`config.mk`:
```
export PLATFORM = sky130hd
export DESIGN_NAME = mem_ctrl_flat
export DESIGN_NICKNAME = d
export VERILOG_FILES = /design/src/rtl/mem_ctrl_if.sv /design/src/rtl/mem_ctrl.sv /design/src/flat_wrapper.sv
export SDC_FILE = /design/constraint.sdc
export NUM_CORES = 1
export LEC_CHECK = 0
export BUFFER_PORTS_ARGS = -buffer_cell sky130_fd_sc_hd__buf_4
export CORE_MARGIN = 2
export CORE_UTILIZATION = 52
export CTS_CLUSTER_DIAMETER = 30
export DETAILED_ROUTE_END_ITERATION = 16
export PLACE_DENSITY = 0.81
export SETUP_SLACK_MARGIN = 0.05
export SLEW_MARGIN = 20
export SYNTH_ARGS = -nofsm -noshare
export SYNTH_HDL_FRONTEND = slang
export SYNTH_SLANG_ARGS = --single-unit
```
`constraint.sdc`:
```
create_clock -name clk -period 10.75 [get_ports clk]
set_clock_uncertainty 0.05 [all_clocks]
set_input_delay 1.075 -clock clk [delete_from_list [all_inputs] [get_ports clk]]
set_output_delay 1.075 -clock clk [all_outputs]
set_load 0.05 [all_outputs]
```
`src/rtl/mem_ctrl_if.sv`:
```
// Bundle of the memory controller's RAM port, fetch/load-store request ports and response signals.
// The controller sits on the slave side; the core and RAM environment sit on the master side.
interface mem_ctrl_if #(
    parameter int XLEN = 32
);
    logic            rdy;
    logic            flush;
    logic            io_buffer_full;
    logic [7:0]      mem_din;
    logic [7:0]      mem_dout;
    logic [XLEN-1:0] mem_a;
    logic            mem_wr;
    logic            icache_mem_enable;
    logic [XLEN-1:0] icache_inst_addr;
    logic            lsb_mem_enable;
    logic            lsb_mem_wr;
    logic [1:0]      lsb_mem_size;
    logic [XLEN-1:0] lsb_mem_addr;
    logic [XLEN-1:0] lsb_mem_wdata;
    logic            mem_busy;
    logic            mem_inst_ready;
    logic [XLEN-1:0] mem_inst;
    logic [XLEN-1:0] mem_inst_addr;
    logic            mem_data_busy;
    logic            mem_data_ready;
    logic [XLEN-1:0] mem_data;

    modport slave (
        input  rdy, flush, io_buffer_full, mem_din,
        input  icache_mem_enable, icache_inst_addr,
        input  lsb_mem_enable, lsb_mem_wr, lsb_mem_size, lsb_mem_addr, lsb_mem_wdata,
        output mem_dout, mem_a, mem_wr,
        output mem_busy, mem_inst_ready, mem_inst, mem_inst_addr,
        output mem_data_busy, mem_data_ready, mem_data
    );

    modport master (
        output rdy, flush, io_buffer_full, mem_din,
        output icache_mem_enable, icache_inst_addr,
        output lsb_mem_enable, lsb_mem_wr, lsb_mem_size, lsb_mem_addr, lsb_mem_wdata,
        input  mem_dout, mem_a, mem_wr,
        input  mem_busy, mem_inst_ready, mem_inst, mem_inst_addr,
        input  mem_data_busy, mem_data_ready, mem_data
    );
endinterface

```
`src/rtl/mem_ctrl.sv`:
```
// Byte-serial controller for the shared 8-bit RAM/IO port: one pending slot per requester,
// data-over-instruction arbitration, flush abort of reads, and store throttling on a full IO buffer.
module mem_ctrl #(
    parameter int         XLEN       = 32,
    parameter logic [1:0] IO_ADDR_HI = 2'b11
) (
    input  logic      clk,
    input  logic      rst,
    mem_ctrl_if.slave bus
);
    typedef enum logic [1:0] {IDLE, INST, LOAD, STORE} state_t;

    localparam logic [XLEN-1:0] ADDR_ONE = XLEN'(1);

    state_t          state_q, state_d;
    logic            inst_pend, data_pend, data_wr_q;
    logic [1:0]      data_size_q;
    logic [XLEN-1:0] inst_addr_q, data_addr_q, data_wdata_q;
    logic [2:0]      cnt_q, len_q;
    logic [XLEN-1:0] base_q, a_q, word_q, wdata_q, inst_out_q, inst_addr_out_q, data_out_q;
    logic [7:0]      dout_q;
    logic            wr_q, inst_ready_q, data_ready_q;

    logic            inst_busy, data_busy, inst_in, data_in, inst_req, data_req;
    logic            start_inst, start_data, done;
    logic            sel_wr;
    logic [1:0]      sel_size, byte_sel;
    logic [XLEN-1:0] sel_addr, sel_wdata, inst_sel_addr, next_a, word_asm;

    function automatic logic is_io(input logic [1:0] hi);
        return hi == IO_ADDR_HI;
    endfunction

    // Incoming pulses are taken only when their slot is free and no flush is in progress;
    // a pending store survives a flush, a pending load does not.
    assign inst_in       = bus.icache_mem_enable && !inst_busy && !bus.flush;
    assign data_in       = bus.lsb_mem_enable && !data_busy && !bus.flush;
    assign inst_req      = !bus.flush && (inst_pend || inst_in);
    assign data_req      = (data_pend && (data_wr_q || !bus.flush)) || data_in;
    assign sel_wr        = data_pend ? data_wr_q    : bus.lsb_mem_wr;
    assign sel_size      = data_pend ? data_size_q  : bus.lsb_mem_size;
    assign sel_addr      = data_pend ? data_addr_q  : bus.lsb_mem_addr;
    assign sel_wdata     = data_pend ? data_wdata_q : bus.lsb_mem_wdata;
    assign inst_sel_addr = inst_pend ? inst_addr_q  : bus.icache_inst_addr;
    assign next_a        = a_q + ADDR_ONE;

    // Read byte k-1 arrives during read-state cycle k; merge it into the partial word.
    always_comb begin
        byte_sel = cnt_q[1:0] - 2'd1;
        word_asm = word_q;
        word_asm[{byte_sel, 3'b000} +: 8] = bus.mem_din;
    end

    always_ff @(posedge clk or posedge rst) begin
        if (rst)          state_q <= IDLE;
        else if (bus.rdy) state_q <= state_d;
    end

    // NOTE: every signal gets a default before the case so no path leaves it unassigned (no latch).
    always_comb begin
        state_d    = state_q;
        start_inst = 1'b0;
        start_data = 1'b0;
        done       = 1'b0;
        unique case (state_q)
            IDLE: begin
                if (data_req) begin
                    start_data = 1'b1;
                    state_d    = sel_wr ? STORE : LOAD;
                end else if (inst_req) begin
                    start_inst = 1'b1;
                    state_d    = INST;
                end
            end
            INST, LOAD: begin
                if (bus.flush) begin
                    state_d = IDLE;
                end else if (cnt_q == len_q) begin
                    done    = 1'b1;
                    state_d = IDLE;
                end
            end
            STORE: begin
                if (wr_q && cnt_q == len_q - 3'd1) begin
                    done    = 1'b1;
                    state_d = IDLE;
                end
            end
            default: state_d = IDLE;
        endcase
    end

    always_comb begin
        inst_busy          = inst_pend || state_q == INST;
        data_busy          = data_pend || state_q == LOAD || state_q == STORE;
        bus.mem_busy       = inst_busy;
        bus.mem_data_busy  = data_busy;
        bus.mem_a          = a_q;
        bus.mem_wr         = wr_q;
        bus.mem_dout       = dout_q;
        bus.mem_inst_ready = inst_ready_q;
        bus.mem_inst       = inst_out_q;
        bus.mem_inst_addr  = inst_addr_out_q;
        bus.mem_data_ready = data_ready_q;
        bus.mem_data       = data_out_q;
    end

    // NOTE: sequential state uses non-blocking assignments so every register samples pre-edge values.
    always_ff @(posedge clk or posedge rst) begin
        if (rst) begin
            inst_pend    <= 1'b0;
            inst_addr_q  <= '0;
            data_pend    <= 1'b0;
            data_wr_q    <= 1'b0;
            data_size_q  <= '0;
            data_addr_q  <= '0;
            data_wdata_q <= '0;
        end else if (bus.rdy) begin
            if (bus.flush || start_inst) begin
                inst_pend <= 1'b0;
            end else if (inst_in) begin
                inst_pend   <= 1'b1;
                inst_addr_q <= bus.icache_inst_addr;
            end
            if (start_data || (bus.flush && !data_wr_q)) begin
                data_pend <= 1'b0;
            end else if (data_in) begin
                data_pend    <= 1'b1;
                data_wr_q    <= bus.lsb_mem_wr;
                data_size_q  <= bus.lsb_mem_size;
                data_addr_q  <= bus.lsb_mem_addr;
                data_wdata_q <= bus.lsb_mem_wdata;
            end
        end
    end

    always_ff @(posedge clk or posedge rst) begin
        if (rst) begin
            cnt_q           <= '0;
            len_q           <= '0;
            base_q          <= '0;
            a_q             <= '0;
            word_q          <= '0;
            wdata_q         <= '0;
            dout_q          <= '0;
            wr_q            <= 1'b0;
            inst_ready_q    <= 1'b0;
            inst_out_q      <= '0;
            inst_addr_out_q <= '0;
            data_ready_q    <= 1'b0;
            data_out_q      <= '0;
        end else if (bus.rdy) begin
            inst_ready_q <= 1'b0;
            data_ready_q <= 1'b0;
            if (start_inst || start_data) begin
                cnt_q  <= '0;
                word_q <= '0;
                if (start_data) begin
                    len_q   <= {1'b0, sel_size} + 3'd1;
                    a_q     <= sel_addr;
                    base_q  <= sel_addr;
                    wdata_q <= sel_wdata;
                    dout_q  <= sel_wdata[7:0];
                    wr_q    <= sel_wr && !(is_io(sel_addr[17:16]) && bus.io_buffer_full);
                end else begin
                    len_q  <= 3'd4;
                    a_q    <= inst_sel_addr;
                    base_q <= inst_sel_addr;
                    wr_q   <= 1'b0;
                end
            end else begin
                unique case (state_q)
                    INST, LOAD: begin
                        if (!bus.flush) begin
                            if (cnt_q != 3'd0) word_q <= word_asm;
                            if (done) begin
                                if (state_q == INST) begin
                                    inst_out_q      <= word_asm;
                                    inst_addr_out_q <= base_q;
                                    inst_ready_q    <= 1'b1;
                                end else begin
                                    data_out_q   <= word_asm;
                                    data_ready_q <= 1'b1;
                                end
                            end else begin
                                if (cnt_q + 3'd1 < len_q) a_q <= next_a;
                                cnt_q <= cnt_q + 3'd1;
                            end
                        end
                    end
                    STORE: begin
                        // A throttled byte keeps its index and retries each cycle.
                        if (!wr_q) begin
                            wr_q <= !(is_io(a_q[17:16]) && bus.io_buffer_full);
                        end else if (done) begin
                            wr_q         <= 1'b0;
                            data_ready_q <= 1'b1;
                        end else begin
                            cnt_q  <= cnt_q + 3'd1;
                            a_q    <= next_a;
                            dout_q <= wdata_q[{cnt_q[1:0] + 2'd1, 3'b000} +: 8];
                            wr_q   <= !(is_io(next_a[17:16]) && bus.io_buffer_full);
                        end
                    end
                    default: ;
                endcase
            end
        end
    end
endmodule

```
`src/flat_wrapper.sv`:
```
// flat-port wrapper written by rule: the top's interface ports become plain ports
module mem_ctrl_flat 
#(
    parameter int         XLEN       = 32,
    parameter logic [1:0] IO_ADDR_HI = 2'b11
)
  (clk, rst, bus_rdy, bus_flush, bus_io_buffer_full, bus_mem_din, bus_icache_mem_enable, bus_icache_inst_addr, bus_lsb_mem_enable, bus_lsb_mem_wr, bus_lsb_mem_size, bus_lsb_mem_addr, bus_lsb_mem_wdata, bus_mem_dout, bus_mem_a, bus_mem_wr, bus_mem_busy, bus_mem_inst_ready, bus_mem_inst, bus_mem_inst_addr, bus_mem_data_busy, bus_mem_data_ready, bus_mem_data);
  mem_ctrl_if #(.XLEN(XLEN)) bus_i ();
  input  logic clk;
  input  logic rst;
  input wire logic [$bits(bus_i.rdy)-1:0] bus_rdy;
  input wire logic [$bits(bus_i.flush)-1:0] bus_flush;
  input wire logic [$bits(bus_i.io_buffer_full)-1:0] bus_io_buffer_full;
  input wire logic [$bits(bus_i.mem_din)-1:0] bus_mem_din;
  input wire logic [$bits(bus_i.icache_mem_enable)-1:0] bus_icache_mem_enable;
  input wire logic [$bits(bus_i.icache_inst_addr)-1:0] bus_icache_inst_addr;
  input wire logic [$bits(bus_i.lsb_mem_enable)-1:0] bus_lsb_mem_enable;
  input wire logic [$bits(bus_i.lsb_mem_wr)-1:0] bus_lsb_mem_wr;
  input wire logic [$bits(bus_i.lsb_mem_size)-1:0] bus_lsb_mem_size;
  input wire logic [$bits(bus_i.lsb_mem_addr)-1:0] bus_lsb_mem_addr;
  input wire logic [$bits(bus_i.lsb_mem_wdata)-1:0] bus_lsb_mem_wdata;
  output wire logic [$bits(bus_i.mem_dout)-1:0] bus_mem_dout;
  output wire logic [$bits(bus_i.mem_a)-1:0] bus_mem_a;
  output wire logic [$bits(bus_i.mem_wr)-1:0] bus_mem_wr;
  output wire logic [$bits(bus_i.mem_busy)-1:0] bus_mem_busy;
  output wire logic [$bits(bus_i.mem_inst_ready)-1:0] bus_mem_inst_ready;
  output wire logic [$bits(bus_i.mem_inst)-1:0] bus_mem_inst;
  output wire logic [$bits(bus_i.mem_inst_addr)-1:0] bus_mem_inst_addr;
  output wire logic [$bits(bus_i.mem_data_busy)-1:0] bus_mem_data_busy;
  output wire logic [$bits(bus_i.mem_data_ready)-1:0] bus_mem_data_ready;
  output wire logic [$bits(bus_i.mem_data)-1:0] bus_mem_data;
  assign bus_i.rdy = bus_rdy;
  assign bus_i.flush = bus_flush;
  assign bus_i.io_buffer_full = bus_io_buffer_full;
  assign bus_i.mem_din = bus_mem_din;
  assign bus_i.icache_mem_enable = bus_icache_mem_enable;
  assign bus_i.icache_inst_addr = bus_icache_inst_addr;
  assign bus_i.lsb_mem_enable = bus_lsb_mem_enable;
  assign bus_i.lsb_mem_wr = bus_lsb_mem_wr;
  assign bus_i.lsb_mem_size = bus_lsb_mem_size;
  assign bus_i.lsb_mem_addr = bus_lsb_mem_addr;
  assign bus_i.lsb_mem_wdata = bus_lsb_mem_wdata;
  assign bus_mem_dout = bus_i.mem_dout;
  assign bus_mem_a = bus_i.mem_a;
  assign bus_mem_wr = bus_i.mem_wr;
  assign bus_mem_busy = bus_i.mem_busy;
  assign bus_mem_inst_ready = bus_i.mem_inst_ready;
  assign bus_mem_inst = bus_i.mem_inst;
  assign bus_mem_inst_addr = bus_i.mem_inst_addr;
  assign bus_mem_data_busy = bus_i.mem_data_busy;
  assign bus_mem_data_ready = bus_i.mem_data_ready;
  assign bus_mem_data = bus_i.mem_data;
  mem_ctrl #(.XLEN(XLEN), .IO_ADDR_HI(IO_ADDR_HI)) u_core (.clk(clk), .rst(rst), .bus(bus_i));
endmodule
```
==> impl_metrics.tcl <==
set metrics [dict create \
    hold_viol 0 \
    diodes 0 \
    power_density_nw_per_um2 328 \
    io_buffers 254 \
    power.switching_mw 2.63 \
    cts_resized 0 \
    synthArstFlopShare_pct 100 \
    ir_worst_vdd_uv 190 \
    vias 12600 \
    cpMostUsedCell "ha_1" \
    outcome "finished, final reports clean" \
    grt_max_degree 195 \
    clk_path_buf_depth 3 \
    gr-total-overflow 0 \
    synth-simple-area-share_pct 7.85 \
    clockPowerShare_pct 35.2 \
    ys_ff_latch 344 \
    htreeDepth 3 \
    tns_ns 0 \
    cp-startpoint "u_core.cnt_q[0]" \
    drc 0 \
    reg2reg_slack_ns 6.41 \
    post-cts-setup-buffers 0 \
    globalplace.congestion 0.890 \
    avgSynthCellArea_sq_um 11.4 \
    yosysMostFrequentCell "dfrtp_1" \
    synth_edf_count 0 \
    grt_pass1_vias 12900 \
    rr_endpoint "u_core.bus.mem_a[7]" \
    final_max_slew_viol_count 0 \
    synth_area_leaders "dfrtp_1, mux2_2, mux2i_1, o21ai_0, nand2_1" \
    final_core_util_pct 69.2 \
    critPathBufInv 1 \
    worstHoldStart "u_core.base_q[31]" \
    io_pins 255 \
    seq_power_share_pct 30.8 \
    die_w_um 181 \
    drtIter0Drc 1017 \
    maxCapViolations 0 \
    cp.depth 8 \
    yosysTopAreaCellShare_pct 52.7 \
    tritoncts "built" \
    cpPeakStageDelay_ns 0.94 \
    path_class "reg -> reg" \
    tightestPinTransition_ns 1.11 \
    synthAdderAreaFrac_pct 1.22 \
    cts_sinks 344 \
    syn_inst 1430 \
    route.detailed.wl_per_inst_um 20.9 \
    path_cells "inv_1, ha_1, ha_1, nor2b_1, o21ai_0, a32o_1, nand2_1, o21ba_2" \
    rsz0062_at_grt "no" \
    max_slew_margin_pct 26.2 \
    totalWireLength_um 44800 \
    synth_top_family_by_area "multiplexers" \
    grt_antenna_before_repair 1 \
    critPathLaunchType "flip-flop" \
    grt_first_pass_wirelength_um 70700 \
    max_freq_mhz 231 \
    die_y_um 181 \
    slowest_stage "a32o_1" \
    whs_ns 0.419 \
    swShare_pct 37.8 \
    dp_hpwl_um 29300 \
    cp.arrival_ns 4.74 \
    clk_pin_slew_ns 0.05 \
    synth_nets 1560 \
    rows 64 \
    start_util_pct 53.1 \
    antenna_left 0 \
    viasPerCell 5.90 \
    period_minus_slack_ns 4.34 \
    worstHoldPathType "reg -> reg" \
    die_area_sq_um 32900 \
    synth_commonest_cells "dfrtp_1, mux2_2, o21ai_0" \
    crit_fanout 24 \
    postCtsHoldBufs 0 \
    netlist_area_sq_um 16300 \
    power_frac_comb_pct 34.0 \
    worst-r2r-cell-count 8 \
    cts_root_buf "clkbuf_16" \
    cts_buffers 76 \
    synth_seq_area_share_pct 52.7 \
    yosysTopAreaCell "dfrtp_1" \
    dr.pass1.iters 5 \
    leakage_nw 9.89 \
    ys_warn_count 0 \
    synthMuxAreaShare_pct 21.9 \
    synth_compound_area_share_pct 12.0 \
    crit_required_ns 11.16 \
    ys_types 62 \
    path_delay_family "compound AO/OA/AOI/OAI gates" \
    layout.nets 1815 \
    synthFlopType "dfrtp_1" \
    grt_usage_pct 27.1 \
    internal_power_mw 4.34 \
    final_layout_size_suffix_gt1_share_pct 34.4 \
    timing.final.crit_share_pct 40.3 \
    setup_violations 0 \
    r2r-start "u_core.cnt_q[0]" \
    critPathCapture "u_core.bus.mem_a[7]" \
    worst_setup_path_end_kind "flip-flop" \
    area_delta_synth_final_pct 30.2 \
    clkLatencyLatePin_ns 0.57 \
    core_sq_um 30700 \
    synth_xor_area_share_pct 0.452 \
]
-- routing by layer --
metal	vias to the layer above	track usage, %	share of wire, %
met1	6297	37.1	43
li1	5649	-	-
met3	98	6.19	7.9
met4	0	10.2	2.7
met5	-	0	0
met2	591	42.5	47
-- state kept, by name (all words and copies together) (netlist names), 2 cells and up --
register and cells:
u_core.state_q 2, u_core.data_addr_q 32, u_core.wdata_q 32, u_core.bus.mem_dout 8
u_core.bus.mem_a 32, u_core.data_size_q 2, u_core.bus.mem_data 32, u_core.base_q 32
u_core.data_wdata_q 32, u_core.len_q 3, u_core.cnt_q 3, u_core.word_q 32
u_core.inst_addr_q 32, u_core.bus.mem_inst_addr 32, u_core.bus.mem_inst 32
-- logic make-up (layout without fill, tap and decap cells) --
group           Yosys count  in the layout
xor+xnor                  6              6
fa+ha+maj                16             16
flops                   344            344
mux                     325            325
compound gates          326            326
buf+inv                 146            463
simple gates            267            267
-- tightest hold or removal path: stages, from the launching register on --
cell	delay, ns
dfrtp_1	0.33
nand2_1	0.05
nand2_1	0.05
-- metrics by stage --
stage	worst slack, ns	cell area [sq um]	power [mW]	instances
2_1_floorplan	0.0883	16300	3.74	1430
3_3_place_gp	6.52	18500	4.36	2002
3_5_place_dp	6.44	18500	4.46	2002
4_1_cts	6.45	21200	6.95	2142
5_1_grt	6.03	21300	7.28	2143
6_report	6.41	21300	6.97	2143
-- layout make-up --
class,count,area [sq um]
sequential,344,8610
inverter,54,215
clock inverter,42,603
timing repair buffer,269,2050
fill,2148,9470
tap,396,495
multi-input combinational,940,7130
clock buffer,98,2170
-- how the worst min path moves through the flow --
| stage | cells past startpoint | slack, ns | endpoint |
|---|---|---|---|
| floorplan | 2 | 0.38 | u_core.base_q[31] |
| global placement | 2 | 0.40 | u_core.base_q[31] |
| detailed placement | 2 | 0.41 | u_core.base_q[14] |
| CTS | 2 | 0.42 | u_core.base_q[31] |
| global route | 1 | 0.45 | u_core.bus.mem_inst_addr[15] |
| finish | 2 | 0.42 | u_core.base_q[31] |
-- cells in the final DEF (no fill, tap or decap), drive strengths merged, types with 3 or more instances in the layout --
cell type  instances
mux2i            130
ha                16
and4               4
nor4               4
a21oi             70
nand4             13
nor2              27
a21o               4
o2bb2ai            9
o22ai             11
a22o              34
o31ai              3
nand2b             3
nand3             13
bufinv            10
mux2             187
a32oi              3
nor3               7
nor2b             32
mux4               8
inv               62
and3               6
o21ai            152
or2                5
nand2            144
nor3b              4
clkbuf            98
xnor2              3
a211oi             3
dfrtp            344
buf              269
clkinv            16
clkinvlp           8
a31oi             20
-- power groups by stage --
stage          Combinational, mW  Sequential (mW)  Clock, mW
2_1_floorplan               1.33             2.41          0
3_3_place_gp                2.26             2.10          0
3_5_place_dp                2.32             2.14          0
4_1_cts                     2.35             2.13       2.47
5_1_grt                     2.54             2.19       2.55
6_report                    2.37             2.14       2.45
No activity file was read; power rests on OpenSTA's default activity.
